File: src/rtl/usb_pkg.sv
// usb_pkg: shared widths and FSM state encodings for the FT245 transmit path
package usb_pkg;
  localparam int USB_BYTE_W  = 8;
  localparam int BYTECOUNT_W = 16;
  typedef enum logic [3:0] {
    IDLE   = 4'd0,
    SETUP  = 4'd1,
    STROBE = 4'd2,
    HOLD   = 4'd3
  } usb_state_e;
endpackage

File: src/rtl/usb_tx_fifo.sv
// usb_tx_fifo: power-of-2 circular byte buffer with occupancy count and show-ahead head
module usb_tx_fifo
  import usb_pkg::*;
#(
  parameter int DEPTH = 16,
  parameter int W     = USB_BYTE_W,
  localparam int AW   = $clog2(DEPTH)
) (
  input  logic         clk,
  input  logic         rst_n,
  input  logic         push_i,
  input  logic         pop_i,
  input  logic [W-1:0] wdata_i,
  output logic [W-1:0] rdata_o,
  output logic         full_o,
  output logic         empty_o,
  output logic [AW:0]  count_o
);
  logic [W-1:0]  mem_q [DEPTH];
  logic [AW-1:0] wr_ptr_q, rd_ptr_q;
  logic [AW:0]   count_q, count_d;
  logic          do_push, do_pop;
  assign full_o  = count_q == (AW+1)'(DEPTH);
  assign empty_o = count_q == '0;
  assign do_push = push_i & ~full_o;
  assign do_pop  = pop_i & ~empty_o;
  assign count_d = count_q + (AW+1)'(do_push) - (AW+1)'(do_pop);
  assign rdata_o = mem_q[rd_ptr_q];
  assign count_o = count_q;
  // storage needs no reset; only entries below the write pointer are ever read
  always_ff @(posedge clk)
    if (do_push) mem_q[wr_ptr_q] <= wdata_i;
  // pointers wrap naturally at DEPTH because DEPTH is a power of 2
  always_ff @(posedge clk or negedge rst_n)
    if (!rst_n) begin
      wr_ptr_q <= '0;
      rd_ptr_q <= '0;
      count_q  <= '0;
    end else begin
      if (do_push) wr_ptr_q <= wr_ptr_q + AW'(1);
      if (do_pop) rd_ptr_q <= rd_ptr_q + AW'(1);
      count_q <= count_d;
    end
endmodule

File: src/rtl/usb_output.sv
// usb_output: FT245 transmit side, buffers producer bytes and strobes them out gated by TXE#; USB_TX_BYTECOUNT_EN enables the bytes_sent counter
module usb_output
  import usb_pkg::*;
#(
  parameter int DEPTH          = 16,
  parameter int SETUP_CYCLES   = 1,
  parameter int WR_HIGH_CYCLES = 2,
  parameter int WR_LOW_CYCLES  = 3
) (
  input  logic                    clock,
  input  logic                    reset_b,
  input  logic [USB_BYTE_W-1:0]   in_data,
  input  logic                    in_valid,
  output logic                    in_ready,
  output logic [USB_BYTE_W-1:0]   usb_data,
  output logic                    usb_oe,
  output logic                    wr,
  input  logic                    txe,
  output logic [$clog2(DEPTH):0]  count,
  output logic [BYTECOUNT_W-1:0]  bytes_sent,
  output logic [3:0]              state
);
  localparam int CW = 8;
  usb_state_e            state_q;
  logic [CW-1:0]         cyc_q;
  logic                  txe_meta_q, txe_s_q, wr_q, oe_q;
  logic [USB_BYTE_W-1:0] data_q, head;
  logic                  full, empty, push, pop, strobe_done;
  assign in_ready    = reset_b & ~full;
  assign push        = in_valid & in_ready;
  assign pop         = (state_q == IDLE) & ~empty & ~txe_s_q;
  assign strobe_done = (state_q == STROBE) && (cyc_q == CW'(WR_HIGH_CYCLES - 1));
  assign usb_data    = data_q;
  assign usb_oe      = oe_q;
  assign wr          = wr_q;
  assign state       = state_q;
  usb_tx_fifo #(.DEPTH(DEPTH), .W(USB_BYTE_W)) u_fifo (
    .clk    (clock),
    .rst_n  (reset_b),
    .push_i (push),
    .pop_i  (pop),
    .wdata_i(in_data),
    .rdata_o(head),
    .full_o (full),
    .empty_o(empty),
    .count_o(count)
  );
  // two-flop TXE# synchronizer; resets to "FTDI full" so nothing is sent until it settles
  always_ff @(posedge clock or negedge reset_b)
    if (!reset_b) begin
      txe_meta_q <= 1'b1;
      txe_s_q    <= 1'b1;
    end else begin
      txe_meta_q <= txe;
      txe_s_q    <= txe_meta_q;
    end
  // strobe sequencer: TXE# is only looked at in IDLE, so a started strobe always completes
  always_ff @(posedge clock or negedge reset_b)
    if (!reset_b) begin
      state_q <= IDLE;
      cyc_q   <= '0;
      wr_q    <= 1'b0;
      oe_q    <= 1'b0;
      data_q  <= '0;
    end else begin
      case (state_q)
        IDLE:
          if (pop) begin
            data_q  <= head;
            oe_q    <= 1'b1;
            state_q <= SETUP;
          end
        SETUP:
          if (cyc_q == CW'(SETUP_CYCLES - 1)) begin
            cyc_q   <= '0;
            wr_q    <= 1'b1;
            state_q <= STROBE;
          end else cyc_q <= cyc_q + CW'(1);
        STROBE:
          if (strobe_done) begin
            cyc_q   <= '0;
            wr_q    <= 1'b0;
            state_q <= HOLD;
          end else cyc_q <= cyc_q + CW'(1);
        HOLD:
          if (cyc_q == CW'(WR_LOW_CYCLES - 1)) begin
            cyc_q   <= '0;
            oe_q    <= 1'b0;
            state_q <= IDLE;
          end else cyc_q <= cyc_q + CW'(1);
        default: state_q <= IDLE;
      endcase
    end
`ifdef USB_TX_BYTECOUNT_EN
  logic [BYTECOUNT_W-1:0] bytes_q;
  // counts completed strobes (wr falling edges), wrapping at the counter width
  always_ff @(posedge clock or negedge reset_b)
    if (!reset_b) bytes_q <= '0;
    else if (strobe_done) bytes_q <= bytes_q + BYTECOUNT_W'(1);
  assign bytes_sent = bytes_q;
`else
  assign bytes_sent = '0;
`endif
endmodule

File: config.mk
export PLATFORM = sky130hd
export DESIGN_NAME = usb_output
export DESIGN_NICKNAME = d
export VERILOG_FILES = /design/src/rtl/usb_pkg.sv /design/src/rtl/usb_tx_fifo.sv /design/src/rtl/usb_output.sv
export SDC_FILE = /design/constraint.sdc
export NUM_CORES = 1
export LEC_CHECK = 0
export CAP_MARGIN = 20
export CORE_ASPECT_RATIO = 0.5
export CORE_UTILIZATION = 55
export CTS_BUF_LIST = sky130_fd_sc_hd__clkbuf_16
export DETAILED_ROUTE_END_ITERATION = 8
export PLACE_DENSITY = 0.84
export SLEW_MARGIN = 0
export SYNTH_ARGS = -nofsm -noshare
export SYNTH_HDL_FRONTEND = slang
export SYNTH_SLANG_ARGS = --single-unit
File: constraint.sdc
create_clock -name clock -period 6.3 [get_ports clock]
set_clock_uncertainty 0.2 [all_clocks]
set_input_delay 1.89 -clock clock [delete_from_list [all_inputs] [get_ports clock]]
set_output_delay 1.89 -clock clock [all_outputs]
set_load 0.1 [all_outputs]
; Word level (Yosys, flattened, before mapping)
; Memories as Yosys holds them, arrays and structs flattened. A register that Yosys moved wholly into a read port is not among the register bits.
; Cells that the tools add are included.
; W data, S select, Z words.
[totals]
reg_bits = 29
mem_bits_rw = 128
input_bits = 12
word_cells = 63
memories = 1
[op_classes]
addsub = 5
eq_ne = 10
mux = 17
bitwise_logic = 9
n_reduce_logical = 12
[memory_table]
columns = memory, words, width, read_ports, rd_clocked_by_memory_dff, wr, line
row1 = u_fifo.mem_q, 16, 8, 1, 1, 1, usb_tx_fifo.sv:19  ; logic [W-1:0] mem_q [DEPTH];
[op_table]
columns = cell, count
row1 = $mux W8, 3
row2 = $pmux W8 S3, 1
row3 = $mux W4, 4
row4 = $pmux W4 S4, 1
row5 = $add A4 B1 Y4 const B, 2
row6 = $add A8 B1 Y8 const B, 1
row7 = $eq A4 B2 Y1 const B, 2
row8 = $eq A8 B1 Y1 const B, 1
row9 = $eq A8 B2 Y1 const B, 1
row10 = $logic_not A8 Y1, 1
row11 = $and A1 B1 Y1, 6
row12 = $mux W1, 6
row13 = $ne A2 B2 Y1 const B, 3
row14 = $reduce_and A3 Y1, 2
row15 = $add A5 B1 Y5, 1
row16 = $eq A5 B5 Y1 const B, 1
row17 = $logic_not A5 Y1, 1
row18 = $sub A5 B1 Y5, 1
row19 = $eq A4 B1 Y1 const B, 1
row20 = $logic_not A4 Y1, 1
row21 = $pmux W1 S2, 2
row22 = $reduce_and A4 Y1, 1
row23 = $reduce_bool A2 Y1, 2
row24 = $not A1 Y1, 3
row25 = other kinds (5), 5

; Longest topological paths before layout
; Gate-level depths: netlist (run 1).
[depth]
depth_word = 7
mapped_depth = 14
mapped_depth_nobuf = 14

; Cells and area by module
; From an unflattened synthesis (run 1), not the netlist that was laid out.
[hier_totals]
cells_unflattened = 443
hier_area_um2 = 7150.6
[by_module_without_submodules]
columns = mod, instances, cells_per_inst, area_each_um2, seq_area_each_um2
row1 = usb_tx_fifo, 1, 319, 5859.4, 4169.0
row2 = usb_output, 1, 124, 1291.2, 553.0

; Worst setup path after synthesis (run 1)
; Ideal clock, no wire load.
[synth_timing]
path_type = input -> output
from = input port reset_b
to = output port in_ready
arrival_ns = 2.675
required_ns = 4.210
slack_ns = 1.535
stages = 1
cell_sequence = o31a_1
[synth_between]
elab_chain_len = 1
[synth_rtl]
columns = item, line
row1 = "start, declared", usb_output.sv:11  ; input logic reset_b,
row2 = $and A1 B1 Y1, usb_output.sv:29  ; assign in_ready = reset_b & ~full;
row3 = "end, declared", usb_output.sv:14  ; output logic in_ready,
; No other way between the ends.

; Worst setup path after layout (run 1)
; Same ends and word-level chain as after synthesis.

==> results of run 1 <==
-- flip-flops by register name, summed over array words and instances (netlist names) --
name / count
u_fifo.mem_q: 128
u_fifo.wr_ptr_q: 4
u_fifo.count_o: 5
usb_data: 8
cyc_q: 8
wr: 1
txe_meta_q: 1
u_fifo.rd_ptr_q: 4
txe_s_q: 1
state: 2
usb_oe: 1
-- Yosys cell counts, types with 2 or more instances --
cell | n | area [um^2]
buf_4 | 20 | 150
nor4_1 | 2 | 12.5
edfxtp_1 | 128 | 3840
mux4_2 | 32 | 721
clkbuf_1 | 5 | 18.8
dfstp_2 | 2 | 52.6
dfrtp_1 | 33 | 826
nand2b_1 | 6 | 37.5
a21o_1 | 8 | 60.1
o22ai_1 | 8 | 50.1
o31ai_1 | 2 | 15.0
nor2b_1 | 2 | 12.5
buf_2 | 5 | 25.0
a21oi_1 | 3 | 15.0
xor2_1 | 4 | 35.0
mux2i_1 | 8 | 80.1
nand3_1 | 3 | 15.0
nor2_1 | 13 | 48.8
a211oi_1 | 7 | 52.6
nor3_1 | 5 | 25.0
xnor2_1 | 11 | 96.3
nand4_1 | 3 | 18.8
inv_1 | 24 | 90.1
nand2_1 | 13 | 48.8
o21ai_0 | 4 | 20.0
buf_1 | 3 | 11.3
or2_2 | 2 | 12.5
ha_1 | 19 | 238
-- cell type report --
class                      instances  area [um^2]
sequential                       163         4720
clock buffer                      17          425
inverter                          24         90.1
tap                              165          206
clock inverter                    15          155
timing repair buffer              35          325
multi-input combinational        192         1870
fill                             763         4160
-- kinds of logic after synthesis --
logic type,after synthesis
other cells,1
compound gates,45
flops,163
buf+inv,58
fa+ha+maj,20
mux,41
xor+xnor,15
simple gates,53
-- power groups by stage --
stage / Clock, mW / Combinational, mW / Sequential (mW)
6_report: 1.02 / 1.51 / 1.47
5_1_grt: 1.06 / 1.60 / 1.49
4_1_cts: 1.03 / 1.51 / 1.47
3_5_place_dp: 0 / 1.48 / 1.48
3_3_place_gp: 0 / 1.46 / 1.47
2_1_floorplan: 0 / 0.813 / 1.80
-- per-layer routing --
layer | global-route usage | routed length (um) | vias to the layer above
met1 | 0.319 | 5780 | 1837
met2 | 0.386 | 6680 | 256
met5 | 0 | 0 | -
li1 | - | - | 1553
met3 | 0.0604 | 1400 | 39
met4 | 0.105 | 444 | 0
-- worst min path at each step --
stage	to	depth (start not counted)
2_1_floorplan	txe_s_q	0
3_3_place_gp	txe_s_q	0
3_5_place_dp	txe_s_q	0
4_1_cts	txe_s_q	0
5_1_grt	txe_s_q	0
6_report	txe_s_q	0
==> impl_results.md, run 1 <==
- Outcome: complete, no violations
- Vias in the first global route: 3583
- CP Class: primary input to output pin
- Final hold vios: 0
- Worst setup path endpoint: in_ready
- Synthesized area: 6820 um^2
- Cells after DPL: 577
- Non-Filler Instances: 611
- Worst path bufs/invs: 3
- Post-synthesis simple-gate area fraction: 0.0387
- CTS tree: yes
- CP max-delay cell: buf_4
- Chip width: 159 um
- Part of the power in registers: 0.367
- Overall routing resource usage: 0.240
- Mux cell area share after synthesis: 0.119
- P_int: 2.42 mW
- Sw Ratio: 0.396
- Post-synth ARST share: 0.215
- DR vias: 3685
- Min-delay src: txe_meta_q
- Max VDD drop: 0.000354 V
- Critical path required time: 4.21 ns
- Most used DFF post-synth: edfxtp_1
- Final wirelength: 14300 um
- Setup crit start: reset_b
- Final #Nets: 465
- Pwr Density: 514 nW/um^2
- CP max FO: 37
- Setup-failing EPs final: 0
- Critical path launch point type: primary input
- GPL Wtd Cong: 0.805
- Max Cap Violations: 0
- CTS Buf Count: 17
- Die area: 12900 um^2
- DRC violations left: 0
- Syn-to-layout area delta: 14.3%
- #FFs+latches synth: 163
- RSZ-0062 raised after global routing: false
- FF-to-FF path depth: 15
- Drt initial violations: 412
- Worst stage delay on the critical path: 0.38 ns
- Ratio of cells with drive above 1 in the final layout: 0.175
- Site Rows: 28
- EDFF count, synth: 128
- Worst-margin pin slew: 1.09 ns
- Most frequent cells in the layout: 128 x edfxtp_1, 33 x dfrtp_1, 32 x mux4_2, 27 x clkdlybuf4s50_1, 25 x inv_1
- Avg Cell Area, Syn: 17.2 um^2
- Core ar.: 11900 um^2
- Peak Freq: 203 MHz
- Clock insertion delay at the later pin of the skew report: 0.42 ns
- FF-to-FF End: u_fifo.count_o[4]
- Worst slew margin: 0.268
- CP Capture Type: output pin
- Hold WC Path Type: flop to flop
- Worst hold slack: 0.156 ns
- CP Depth: 4
- Synth unique cells: 49
- Switching power: 1.59 mW
- Register area share after synthesis: 0.693
- Sink Count: 163
- Synth Area in XOR/XNOR: 0.0193
- R2R Setup Slk: 3.18 ns
- Worst EP arrival: 2.85 ns
- Final Power: 4.01 mW
- Largest net degree at the start of global routing: 38
- RR Startpoint: u_fifo.count_o[3]
- Top delay family on crit path: buffers and inverters
- Static Leak: 2.83 nW
- Ant diodes: 0
- Die Ht: 80.7 um
- Post-detail-place hpwl: 8460 um
- Most Frequent Cell on Critical Path: buf_4
- Final min period: 4.94 ns
- Final worst slack: 1.36 ns
- Placement Setup Slack: 1.33 ns
- Period utilization: 0.783
- Synth Area in Compound Gates: 0.0477
- Post-Layout Inst Area: 7790 um^2
- Io pins: 48
- Antenna Nets Post-Route: 0
- TNS Setup: 0 ns
- Most common cell after layout, fill and taps aside: edfxtp_1
- Reg clk slew, reported paths: 0.06 ns
- Combinational power share: 0.378
- Syn. warnings: 0
- Wire length per cell: 23.4 um
- CTS Buffer Depth: 2
- Antenna violations before repair: 0
- Synth Instances: 396
- Gr ovfl total: 0
- # resized after CTS: 0
- DR vias/cell: 6.03
- Main combinational cell family by area after synthesis: multiplexers
- Starting density of the core: 0.571
- Post-layout util: 0.652
- Quantity of hold-fixing buffers added after cts: 0
- Post-placement cell area: 7200 um^2
- First-pass GRT wire length: 21800 um
- Critical path, cell by cell: buf_2 -> buf_4 -> o31a_1 -> buf_4
- Pre-Repair DR Iteration Count: 5
- Clock power share: 0.255
- Max Slew Vio Count: 0
- PortBufs: 29
- Root Buffer: clkbuf_16
- Adder-Cell Fraction of Synth Area: 0.0378
- Htree depth: 4
- Post-CTS setup repair buffer count: 0
No activity file was read; power rests on OpenSTA's default activity.
==> run 2, diff against run 1 <==
Settings changed: CORE_UTILIZATION 55 to 53, PLACE_DENSITY 0.84 to 0.85.
Clock period 6.3 ns to 4.09 ns, I/O delays scaled along.
==> run 2 against run 1 <==
Flip-flop and latch count unchanged. Total power grew 53%. Non-clock buffer count increased by 13. Wire length fell by 4.6%. Register-to-register slack got worse by 2.2 ns. Utilization shrank 0.57 points. Cell count grew 2.1%. First-iteration DRC count rose by 11%. Sequential share of layout area fell by 0.52 points. Die area up 3.7%.
==> impl_results.md, run 2 (synthesis results as in run 1) <==
- Setup-failing EPs final: 0 (unchanged)
- Max FFs per register: 128 (unchanged)
- Final wirelength: 13600 um (-4.6%)
- DR vias: 3671 (-0.38%)
- CP Class: primary input to output pin
- Starting density of the core: 0.561 (-0.00987)
- Most frequent cells in the layout: 128 x edfxtp_1, 36 x buf_4, 33 x dfrtp_1, 32 x mux4_2, 25 x inv_1
- Static Leak: 2.93 nW (+3.6%)
- Site Rows: 28 (unchanged)
- Final min period: 3.23 ns
- RR Startpoint: u_fifo.count_o[2]
- Max VDD drop: 0.000605 V (+71%)
- Worst-margin pin slew: 0.882 ns (-0.208 ns)
- Post-CTS setup repair buffer count: 0 (unchanged)
- Most common cell after layout, fill and taps aside: edfxtp_1
- CP max FO: 8 (-78%)
- Vias in the first global route: 3564 (-0.53%)
- TNS Setup: 0 ns (unchanged)
- Final #Nets: 478 (+2.8%)
- PortBufs: 29 (unchanged)
- Most flops, register: u_fifo.mem_q
- Worst slew margin: 0.412 (+0.144)
- Io pins: 48 (unchanged)
- CP Capture Type: output pin
- Final worst slack: 0.862 ns (-0.502 ns)
- Core ar.: 12200 um^2 (+1.8%)
- Min-delay src: txe_meta_q
- RSZ-0062 raised after global routing: false
- Filler Cell Count: 766 (+0.39%)
- Die Ht: 82.2 um (+1.8%)
- Antenna Nets Post-Route: 0 (unchanged)
- DR vias/cell: 5.88 (-2.5%)
- Gr ovfl total: 0 (unchanged)
- Drt initial violations: 459 (+11%)
- CTS Buf Count: 17 (unchanged)
- CTS tree: yes
- Ant diodes: 0 (unchanged)
- Pre-Repair DR Iteration Count: 5 (unchanged)
- Die area: 13300 um^2 (+3.7%)
- Hold WC Path Type: flop to flop
- Final hold vios: 0 (unchanged)
- Outcome: complete, no violations
- Overall routing resource usage: 0.224 (-0.0168)
- Largest net degree at the start of global routing: 35 (-7.9%)
- Syn-to-layout area delta: 15.3%
- Max Slew Vio Count: 0 (unchanged)
- GPL Wtd Cong: 0.844 (+4.9%)
- CTS Buffer Depth: 2 (unchanged)
- Antenna violations before repair: 0 (unchanged)
- Chip width: 162 um (+1.8%)
- Pwr Density: 778 nW/um^2 (+51%)
- Sink Count: 163 (unchanged)
- Post-detail-place hpwl: 8480 um (+0.25%)
- Wire length per cell: 21.9 um (-6.6%)
- Root Buffer: clkbuf_16
- Ratio of cells with drive above 1 in the final layout: 0.240 (+0.0648)
- Post-placement cell area: 7280 um^2 (+1.1%)
- First-pass GRT wire length: 20700 um (-5.0%)
- Setup crit start: reset_b
- Htree depth: 4 (unchanged)
- Post-Layout Inst Area: 7860 um^2 (+0.87%)
- Peak Freq: 310 MHz
- Placement Setup Slack: 0.684 ns (-0.646 ns)
- Reg clk slew, reported paths: 0.06 ns (about the same)
- # resized after CTS: 0 (unchanged)
- Critical path required time: 2.66 ns (-1.55 ns)
- Clock insertion delay at the later pin of the skew report: 0.43 ns (about the same)
- Quantity of hold-fixing buffers added after cts: 0 (unchanged)
- Worst EP arrival: 1.80 ns (-1.05 ns)
- Critical path launch point type: primary input
- DRC violations left: 0 (unchanged)
- Max Cap Violations: 0 (unchanged)
- Period utilization: 0.789
run 2: changes by cell type in the layout (fill, tap and decap cells not counted), sizes merged:
cell / before / now
buf: 6 / 38
clkdlybuf4s50: 27 / 10
clkbuf: 19 / 17
clkinvlp: 2 / 1
inv: 30 / 31
run 2: cell type report:
cell class | instances | area (um^2) | share of cell area
Sequential cell | 163 | 4720 | 0.601
Inverter | 24 | 90.1 | 0.0115
Timing Repair Buffer | 48 | 395 | 0.0503
Multi-Input combinational cell | 192 | 1870 | 0.237
Tap cell | 165 | 206 | 0.0263
Clock buffer | 17 | 425 | 0.0541
Clock inverter | 15 | 153 | 0.0194
run 2: path summary, 6_finish.rpt:
kind	to	slack, ns	depth (start not counted)
worst min register to register	txe_s_q	0.17	0
worst max-delay path	in_ready	0.86	3
worst max register to register	u_fifo.count_o[4]	0.99	15
max in group asynchronous	txe_s_q	2.61	2
min in group asynchronous	u_fifo.count_o[2]	0.43	1
worst min-delay path	txe_s_q	0.17	0
run 2: worst max-delay path, cell delays in order:
cell,delay [ns]
buf_2,0.18
o31a_1,0.21
buf_12,0.18
run 2: power by group:
group / internal [mW] / switching, mW
combinational: 0.793 / 1.52
sequential: 2.02 / 0.229
clock: 0.903 / 0.651
run 2: metrics by stage:
| stage | utilization | power (mW) | cells | hold WS [ns] |
|---|---|---|---|---|
| floorplan | - | 4.03 | 413 | 0.145 |
| detailed placement | 0.599 | 4.56 | 592 | 0.155 |
| CTS | 0.646 | 6.14 | 624 | 0.167 |
| global placement | 0.599 | 4.48 | 592 | 0.146 |
| global route | 0.646 | 6.36 | 624 | 0.173 |
| finish | 0.646 | 6.11 | 624 | 0.165 |
run 2: routing by layer:
metal	part of all wire	GRT usage	wire length, um	vias to the layer above
li1	-	-	-	1581
met1	0.41	0.288	5580	1850
met2	0.48	0.358	6520	214
met3	0.086	0.0609	1170	26
met4	0.028	0.113	376	0
met5	0	0	0	-
==> run 3, diff against run 2 <==
Clock period 4.09 ns to 2.85 ns, I/O delays scaled along.
==> run 3 against run 2 <==
Wire length up 2.1%. Largest cell class unchanged. Worst setup slack lost 0.82 ns. Final area rose by 3.3%.
==> impl_results.md, run 3 (synthesis results as in run 1) <==
- CP Capture Type: output pin
- Clock insertion delay at the later pin of the skew report: 0.42 ns (about the same)
- Final hold vios: 0 (unchanged)
- Antenna violations before repair: 0 (unchanged)
- Max VDD drop: 0.000921 V (+52%)
- Peak Freq: 356 MHz
- GPL Wtd Cong: 0.800 (-5.2%)
- First-pass GRT wire length: 21100 um (+2.0%)
- Quantity of hold-fixing buffers added after cts: 0 (unchanged)
- Critical path launch point type: flop
- FF-to-FF path depth: 14 (-1)
- FF-to-FF End: u_fifo.count_o[4]
- Ant diodes: 0 (unchanged)
- Worst EP arrival: 1.76 ns (-0.04 ns)
- DRC violations left: 0 (unchanged)
- Ratio of cells with drive above 1 in the final layout: 0.285 (+0.0448)
- Critical path required time: 1.80 ns (-0.86 ns)
- Chip width: 162 um (unchanged)
- Pre-Repair DR Iteration Count: 6 (+1)
- Wire length per cell: 21.9 um (+0.17%)
- Max Slew Vio Count: 0 (unchanged)
- Setup crit start: u_fifo.count_o[2]
- Die area: 13300 um^2 (unchanged)
- Outcome: complete, no violations
- CTS Buffer Depth: 2 (unchanged)
- Endpoint of the worst hold path: txe_s_q
- Max FFs per register: 128 (unchanged)
- RSZ-0062 raised after global routing: true
- PortBufs: 29 (unchanged)
- Largest net degree at the start of global routing: 36 (+2.9%)
- Filler Cell Count: 762 (-0.52%)
- CP Class: flop to output pin
- RR Startpoint: u_fifo.count_o[2]
- Static Leak: 3.04 nW (+3.7%)
- Gr ovfl total: 0 (unchanged)
- Htree depth: 4 (unchanged)
- Sink Count: 163 (unchanged)
- Syn-to-layout area delta: 19.0%
- CTS Buf Count: 17 (unchanged)
- Period utilization: 0.986
- Worst-margin pin slew: 0.895 ns (+0.0130 ns)
- Min-delay src: txe_meta_q
- DR WL met2: 6800 um (+4.3%)
- Most flops, register: u_fifo.mem_q
- Final wirelength: 13900 um (+2.1%)
- Final Power: 9.28 mW (+52%)
- DR vias: 3717 (+1.3%)
- Core ar.: 12200 um^2 (unchanged)
- Drt initial violations: 467 (+1.7%)
- Overall routing resource usage: 0.227 (+0.00344)
- R2R Setup Slk: 0.12 ns (-0.87 ns)
- Root Buffer: clkbuf_16
- Hold path cells: 0 (unchanged)
- CTS tree: yes
- Max Cap Violations: 0 (unchanged)
- Starting density of the core: 0.561 (unchanged)
- Routed wl met3: 952 um (-18%)
- Worst hold slack: 0.168 ns (+0.00241 ns)
- Most frequent cells in the layout: 128 x edfxtp_1, 46 x buf_4, 32 x mux4_2, 26 x dfrtp_1, 23 x inv_1
- DR vias/cell: 5.84 (-0.66%)
- Final #Nets: 490 (+2.5%)
- Io pins: 48 (unchanged)
- CP max FO: 3 (-5)
- Site Rows: 28 (unchanged)
- Hold WC Path Type: flop to flop
- Vias in the first global route: 3590 (+0.73%)
- Post-layout util: 0.667 (+0.0211)
- Top Metal Used: met4
- Worst slew margin: 0.403 (-0.00863)
- Setup-failing EPs final: 0 (unchanged)
- Die Ht: 82.2 um (unchanged)
- Wl on met1: 5890 um (+5.6%)
- Pwr Density: 1140 nW/um^2 (+47%)
- Post-detail-place hpwl: 8350 um (-1.6%)
- Reg clk slew, reported paths: 0.06 ns (about the same)
- Most common cell after layout, fill and taps aside: edfxtp_1
- Final min period: 2.81 ns
- Antenna Nets Post-Route: 0 (unchanged)
- TNS Setup: 0 ns (unchanged)
-- run 3: final cells by class --
class,instances,area [um^2],area share
inverters,24,95.1,0.0117
flip-flops and latches,163,4740,0.584
clock inverters,15,236,0.0291
repair buffers,60,510,0.0629
multi-input cells,192,1900,0.234
well taps,165,206,0.0254
clock buffers,17,425,0.0524
-- run 3: stage by stage --
step,setup slack [ns],instances,cell area (um^2)
4_1_cts,0.0214,632,8050
3_5_place_dp,-0.0223,600,7380
5_1_grt,-0.0164,636,8110
3_3_place_gp,0.0562,600,7380
6_report,0.0398,636,8110
2_1_floorplan,0.00127,413,6910
-- run 3: how the worst max path moves through the flow --
| stage | end | slack, ns | cells after the start |
|---|---|---|---|
| floorplan | u_fifo.count_o[4] | 0.001 | 14 |
| global placement | u_fifo.count_o[4] | 0.06 | 9 |
| detailed placement | u_fifo.count_o[4] | -0.02 | 9 |
| CTS | u_fifo.count_o[4] | 0.02 | 14 |
| global route | u_fifo.count_o[4] | -0.02 | 14 |
| finish | in_ready | 0.04 | 6 |
-- run 3: power by group --
group,switching [mW],total [mW],internal (mW),leakage (nW)
Clock,0.905,2.54,1.64,0.328
Combinational,2.24,3.51,1.27,1.14
Sequential,0.306,3.22,2.92,1.57
Total,3.45,9.28,5.82,3.04
-- run 3: worst max-delay path: stages (launching register included) --
cell	delay [ns]
dfrtp_4	0.49
inv_4	0.07
ha_4	0.14
nand2b_4	0.06
buf_4	0.13
o31a_4	0.28
buf_12	0.17
-- run 3: what timing repair did --
action	4_1_cts	5_1_grt
resized for setup	0	8
setup endpoints to repair	0	1
setup buffers	0	4
-- run 3: per-layer routing --
layer	global-route usage	vias up
met2	0.383	197
met3	0.0569	27
met5	0	-
li1	-	1610
met4	0.0896	0
met1	0.289	1883
